===== src/rtl/beep_pkg.sv =====
// Shared types and widths for the beep driver.
package beep_pkg;

  localparam int unsigned PERIOD_W = 32;
  localparam int unsigned DUR_W    = 16;

  typedef enum logic [1:0] {
    IDLE = 2'd0,
    PLAY = 2'd1,
    GAP  = 2'd2
  } state_e;

  // Index of the final ms tick for an n-ms interval; n = 0 behaves as 1 ms.
  function automatic logic [DUR_W-1:0] last_ms(input logic [DUR_W-1:0] n);
    return (n == '0) ? '0 : n - DUR_W'(1);
  endfunction

endpackage


===== src/rtl/beep_ms_tick.sv =====
// Millisecond prescaler: tick pulses on the last cycle of every CLK_PER_MS-cycle window.
module beep_ms_tick #(
  parameter int unsigned CLK_PER_MS = 50000
) (
  input  logic clk,
  input  logic rst,
  input  logic clear,
  input  logic en,
  output logic tick
);

  localparam int unsigned CntW = (CLK_PER_MS > 1) ? $clog2(CLK_PER_MS) : 1;
  localparam logic [CntW-1:0] CntMax = CntW'(CLK_PER_MS - 1);

  logic [CntW-1:0] cnt_q, cnt_d;

  always_comb begin
    cnt_d = cnt_q;
    if (clear) begin
      cnt_d = '0;
    end else if (en) begin
      cnt_d = (cnt_q == CntMax) ? '0 : cnt_q + CntW'(1);
    end
  end

  assign tick = en && (cnt_q == CntMax);

  always_ff @(posedge clk) begin
    if (!rst) begin
      cnt_q <= '0;
    end else begin
      cnt_q <= cnt_d;
    end
  end

endmodule


===== src/rtl/beep_driver.sv =====
// Square-wave buzzer driver: plays one latched note for dur_ms milliseconds.
// Define BEEP_GAP_EN to append a GAP_MS silent gap after every note.
module beep_driver
  import beep_pkg::*;
#(
  parameter int unsigned CLK_PER_MS = 50000,
  parameter int unsigned GAP_MS     = 20
) (
  input  logic                clk,
  input  logic                rst,
  input  logic [PERIOD_W-1:0] period,
  input  logic [DUR_W-1:0]    dur_ms,
  input  logic                start,
  output logic                busy,
  output logic                done,
  output logic                beep
);

`ifdef BEEP_GAP_EN
  localparam logic [DUR_W-1:0] GapLast = last_ms(DUR_W'(GAP_MS));
`endif

  state_e              state_q, state_d;
  logic [PERIOD_W-1:0] period_q, period_d;
  logic [DUR_W-1:0]    dur_q, dur_d;
  logic [PERIOD_W-1:0] phase_q, phase_d;
  logic [DUR_W-1:0]    ms_cnt_q, ms_cnt_d;
  logic                beep_q, beep_d;
  logic                done_q, done_d;
  logic                tick, tick_clear;

  beep_ms_tick #(
    .CLK_PER_MS(CLK_PER_MS)
  ) u_ms_tick (
    .clk  (clk),
    .rst  (rst),
    .clear(tick_clear),
    .en   (busy),
    .tick (tick)
  );

  always_comb begin
    state_d    = state_q;
    period_d   = period_q;
    dur_d      = dur_q;
    phase_d    = phase_q;
    ms_cnt_d   = ms_cnt_q;
    done_d     = 1'b0;
    tick_clear = 1'b0;

    unique case (state_q)
      IDLE: begin
        // The done cycle still counts as busy-adjacent: a start there is dropped.
        if (start && !done_q) begin
          period_d   = period;
          dur_d      = dur_ms;
          phase_d    = '0;
          ms_cnt_d   = '0;
          tick_clear = 1'b1;
          state_d    = PLAY;
        end
      end
      PLAY: begin
        if (period_q < PERIOD_W'(2) || phase_q >= period_q - PERIOD_W'(1)) begin
          phase_d = '0;
        end else begin
          phase_d = phase_q + PERIOD_W'(1);
        end
        if (tick) begin
          if (ms_cnt_q == last_ms(dur_q)) begin
            phase_d  = '0;
            ms_cnt_d = '0;
`ifdef BEEP_GAP_EN
            state_d    = GAP;
            tick_clear = 1'b1;
`else
            state_d = IDLE;
            done_d  = 1'b1;
`endif
          end else begin
            ms_cnt_d = ms_cnt_q + DUR_W'(1);
          end
        end
      end
`ifdef BEEP_GAP_EN
      GAP: begin
        if (tick) begin
          if (ms_cnt_q == GapLast) begin
            ms_cnt_d = '0;
            state_d  = IDLE;
            done_d   = 1'b1;
          end else begin
            ms_cnt_d = ms_cnt_q + DUR_W'(1);
          end
        end
      end
`endif
      default: state_d = IDLE;
    endcase

    // Registered from next-state values so beep drops on the edge PLAY ends.
    beep_d = (state_d == PLAY) && (period_d >= PERIOD_W'(2)) && (phase_d < (period_d >> 1));
  end

  always_ff @(posedge clk) begin
    if (!rst) begin
      state_q  <= IDLE;
      period_q <= '0;
      dur_q    <= '0;
      phase_q  <= '0;
      ms_cnt_q <= '0;
      beep_q   <= 1'b0;
      done_q   <= 1'b0;
    end else begin
      state_q  <= state_d;
      period_q <= period_d;
      dur_q    <= dur_d;
      phase_q  <= phase_d;
      ms_cnt_q <= ms_cnt_d;
      beep_q   <= beep_d;
      done_q   <= done_d;
    end
  end

  assign busy = (state_q != IDLE);
  assign done = done_q;
  assign beep = beep_q;

endmodule


===== config.mk =====
export PLATFORM = sky130hd
export DESIGN_NAME = beep_driver
export DESIGN_NICKNAME = d
export VERILOG_FILES = /design/src/rtl/beep_pkg.sv /design/src/rtl/beep_ms_tick.sv /design/src/rtl/beep_driver.sv
export SDC_FILE = /design/constraint.sdc
export NUM_CORES = 1
export LEC_CHECK = 0
export ABC_CLOCK_PERIOD_IN_PS = 7950
export CAP_MARGIN = 25
export CORE_MARGIN = 2
export CORE_UTILIZATION = 61
export CTS_CLUSTER_DIAMETER = 30
export CTS_CLUSTER_SIZE = 16
export DETAILED_ROUTE_END_ITERATION = 10
export GPL_TIMING_DRIVEN = 0
export PLACE_DENSITY = 0.82
export SYNTH_ARGS = -nofsm -noshare
export SYNTH_HDL_FRONTEND = slang
export SYNTH_SLANG_ARGS = --single-unit
export TNS_END_PERCENT = 10

===== constraint.sdc =====
create_clock -name clk -period 7.95 [get_ports clk]
set_clock_uncertainty 0.15 [all_clocks]
set_input_delay 0.795 -clock clk [delete_from_list [all_inputs] [get_ports clk]]
set_output_delay 0.795 -clock clk [all_outputs]
set_load 0.01 [all_outputs]

==> flow_summary.json, run 1 <==
{
  "status": "finished, final reports clean",
  "dp_hpwl_um": 17160,
  "critPathTopFamily": "simple AND/OR/NAND/NOR gates",
  "drive_gt1_share_pct": 6.069,
  "placed_cell_area_sq_um": 8971,
  "numCtsBuffers": 17,
  "post-cts-setup-buffers": 0,
  "ys_types": 75,
  "diodes": 0,
  "pre_cts_slack_ps": 246.0,
  "root_buffer": "clkbuf_16",
  "drv_cap": 0,
  "synth_area_leaders": "dfxtp_1 28%, ha_1 10%, nand2_1 5.4%",
  "maxSlewHeadroom_pct": 39.02,
  "synth_flop_cell": "dfxtp_1",
  "synth_edf_count": 0,
  "layout_commonest_cell": "nand2_1",
  "worst-path-max-fanout": 10,
  "groute.usage.overall_pct": 32.17,
  "clk-insertion-delay-late_ps": 430,
  "fin_crit_sh_pct": 94.91,
  "nets": 1242,
  "r2r_start": "period_q[10]",
  "final_cell_mix": "119 x nand2_1, 116 x dfxtp_1, 114 x nor2_1",
  "period_minus_slack_ps": 7545,
  "fmax_ghz": 0.1325,
  "required_ps": 8100,
  "arrival_ps": 7690,
  "reg2regPathDepth": 29,
  "p_leak_uw": 0.003942,
  "path_buf_inv": 1,
  "max_stage_delay_ps": 640,
  "r2r-end": "beep",
  "netlist_instances": 1053,
  "cts.clk_slew.worst_paths_ps": 60,
  "holdBufCountCts": 0,
  "rows": 42,
  "hold_class": "register to register",
  "rsz0062_at_grt": "false",
  "cts_resized": 0,
  "holdPathEnd": "u_ms_tick.cnt_q[1]",
  "nFillCells": 1050,
  "die_w_um": 120.2,
  "gp_congestion": 1.012,
  "antenna_found_initial": 0,
  "hold_depth": 2,
  "yosys_warnings": 0,
  "slew_violations": 0,
  "criticalPathCategory": "register to register",
  "area_growth_syn_to_layout_pct": 16.74,
  "num_vias": 8316,
  "worstHoldStart": "u_ms_tick.cnt_q[1]",
  "synth_area_sq_um": 8230,
  "drtPass1Iterations": 7,
  "ant_nets": 0,
  "drc": 0,
  "synthArstFlopShare_pct": 0,
  "tightest_slew_ps": 914.6,
  "syn_area_per_cell_sq_um": 7.816,
  "wire_per_inst_um": 17.66,
  "viasPerCell": 6.334,
  "dieArea_sq_um": 14440,
  "grt_max_degree": 17,
  "tns_ps": 0,
  "first_global_vias": 7294,
  "cts_sinks": 116,
  "drt_wl_total_um": 23190,
  "synth-seq-cells": 116,
  "pin_count": 54,
  "cts_buffer_depth": 2,
  "die_h_um": 120.2,
  "overflow": 0,
  "powerDensity_nw_per_um2": 181.4,
  "synth_top_area_cell": "dfxtp_1",
  "grt_pass1_wl_um": 36940,
  "cts_tree": "built",
  "synth_fp_nets": 1171,
  "cp-end-kind": "register",
  "core_area_sq_um": 13190,
  "reg2reg_slack_ps": 400,
  "htree_num_levels": 4,
  "initial_core_util_pct": 62.40,
  "cpMaxStageDelayCell": "or4_1",
  "postLayoutCellArea_sq_um": 9608,
  "drt_iter0_drc": 836,
  "synth_top_cell_area_share_pct": 28.22,
  "synth_seq_area_share_pct": 28.22,
  "fin_total_pwr_uw": 1743,
  "port_buffers": 52,
  "setup_viol": 0,
  "fin_ws_ps": 404.6,
  "critPathLaunchType": "register",
  "irDropWorstVdd_mv": 0.1922,
  "report.final.hold_viol_count": 0
}
[cell type report]
| type | count | area (sq um) | share of cell area, % |
|---|---|---|---|
| plain buffers | 45 | 188.9 | 1.966 |
| repair buffers | 52 | 520.5 | 5.417 |
| well taps | 176 | 220.2 | 2.292 |
| clock inverters | 11 | 150.1 | 1.563 |
| multi-input cells | 872 | 5670 | 59.02 |
| inverters | 20 | 75.07 | 0.7814 |
| flip-flops and latches | 116 | 2322 | 24.17 |
| clock buffers | 21 | 460.4 | 4.792 |
[registers in the layout, indices dropped and copies added (netlist names)]
| signal | cells |
|---|---|
| done | 1 |
| beep | 1 |
| u_ms_tick.cnt_q | 16 |
| ms_cnt_q | 16 |
| phase_q | 32 |
| period_q | 32 |
| state_q | 2 |
| dur_q | 16 |
[worst reg2reg max path: cells and delay by family, from the launching register on]
| kind | cells | cell delay, ps |
|---|---|---|
| buf+inv | 1 | 360 |
| fa+ha+maj | 2 | 420 |
| flops | 1 | 340 |
| compound gates | 9 | 1390 |
| simple gates | 16 | 4570 |
| xor+xnor | 1 | 180 |
[cell families (layout without fill, tap and decap cells)]
logic type      after synthesis  in the layout  synth area share (%)
simple gates                510            510                 31.73
compound gates              204            204                 16.57
flops                       116            116                 28.22
fa+ha+maj                    67             67                 10.19
buf+inv                      65            149                 3.208
xor+xnor                     59             59                 6.278
mux                          31             31                 3.770
other cells                   1              1               0.04556
[power by group]
| group | switching (uW) | leakage (uW) | internal, uW | total [uW] |
|---|---|---|---|---|
| Sequential | 15.8 | 0.000941 | 595 | 611 |
| Clock | 287 | 0.000294 | 510 | 797 |
| Combinational | 197 | 0.00271 | 138 | 335 |
| Total | 500 | 0.00394 | 1240 | 1740 |
[routing by layer]
layer | global-route usage [%] | routed length (um)
met1 | 46.82 | 10840
met2 | 47.37 | 9963
met3 | 7.795 | 2049
met4 | 8.456 | 336
met5 | 0 | 0
[through the flow]
step                utilization (%)  hold slack (ps)  instances
floorplan                         -            299.2       1053
global placement              68.01            313.6       1281
detailed placement            68.01            322.9       1281
CTS                           72.64            330.8       1313
global route                  72.84            344.3       1313
finish                        72.84            331.7       1313
[worst max path at each step]
stage | end | from | slack (ps) | cells past startpoint
final | beep | period_q[10] | 400 | 29
after CTS | beep | period_q[10] | 160 | 29
after floorplan | beep | period_q[10] | 1840 | 28
after global routing | beep | period_q[10] | 60 | 28
after detailed placement | beep | period_q[10] | 250 | 29
after global placement | beep | period_q[10] | 230 | 29
[cell usage after synthesis, drive strengths merged (3+ instances only)]
cell type  number
a2111oi         6
a21o           26
a21oi          62
a22o            5
a31oi          33
and2           15
and3           23
and4            4
buf             9
clkbuf         36
dfxtp         116
ha             67
inv            19
mux2i          31
nand2         119
nand2b          9
nand3          60
nand3b          4
nand4          32
nor2          115
nor2b          11
nor3           29
nor3b           5
nor4           18
nor4b           3
o21a           11
o21ai          25
o311ai          3
o31a            5
o31ai           5
o41ai           3
or2            13
or3            18
or3b            8
or4            17
xnor2          35
xor2           24
Power figures use the tool's default switching activity.
==> inputs of run 2 (changes only) <==
Settings changed: ABC_CLOCK_PERIOD_IN_PS 7950 to not set.
==> results of run 2 <==
No change in the layout: final DEF, timing and power equal those of run 1.
==> inputs of run 3 (changes only) <==
Settings changed: CAP_MARGIN 25 to not set, SETUP_SLACK_MARGIN set to 0.02.
==> results of run 3 <==
No change in the layout: final DEF, timing and power equal those of run 1.
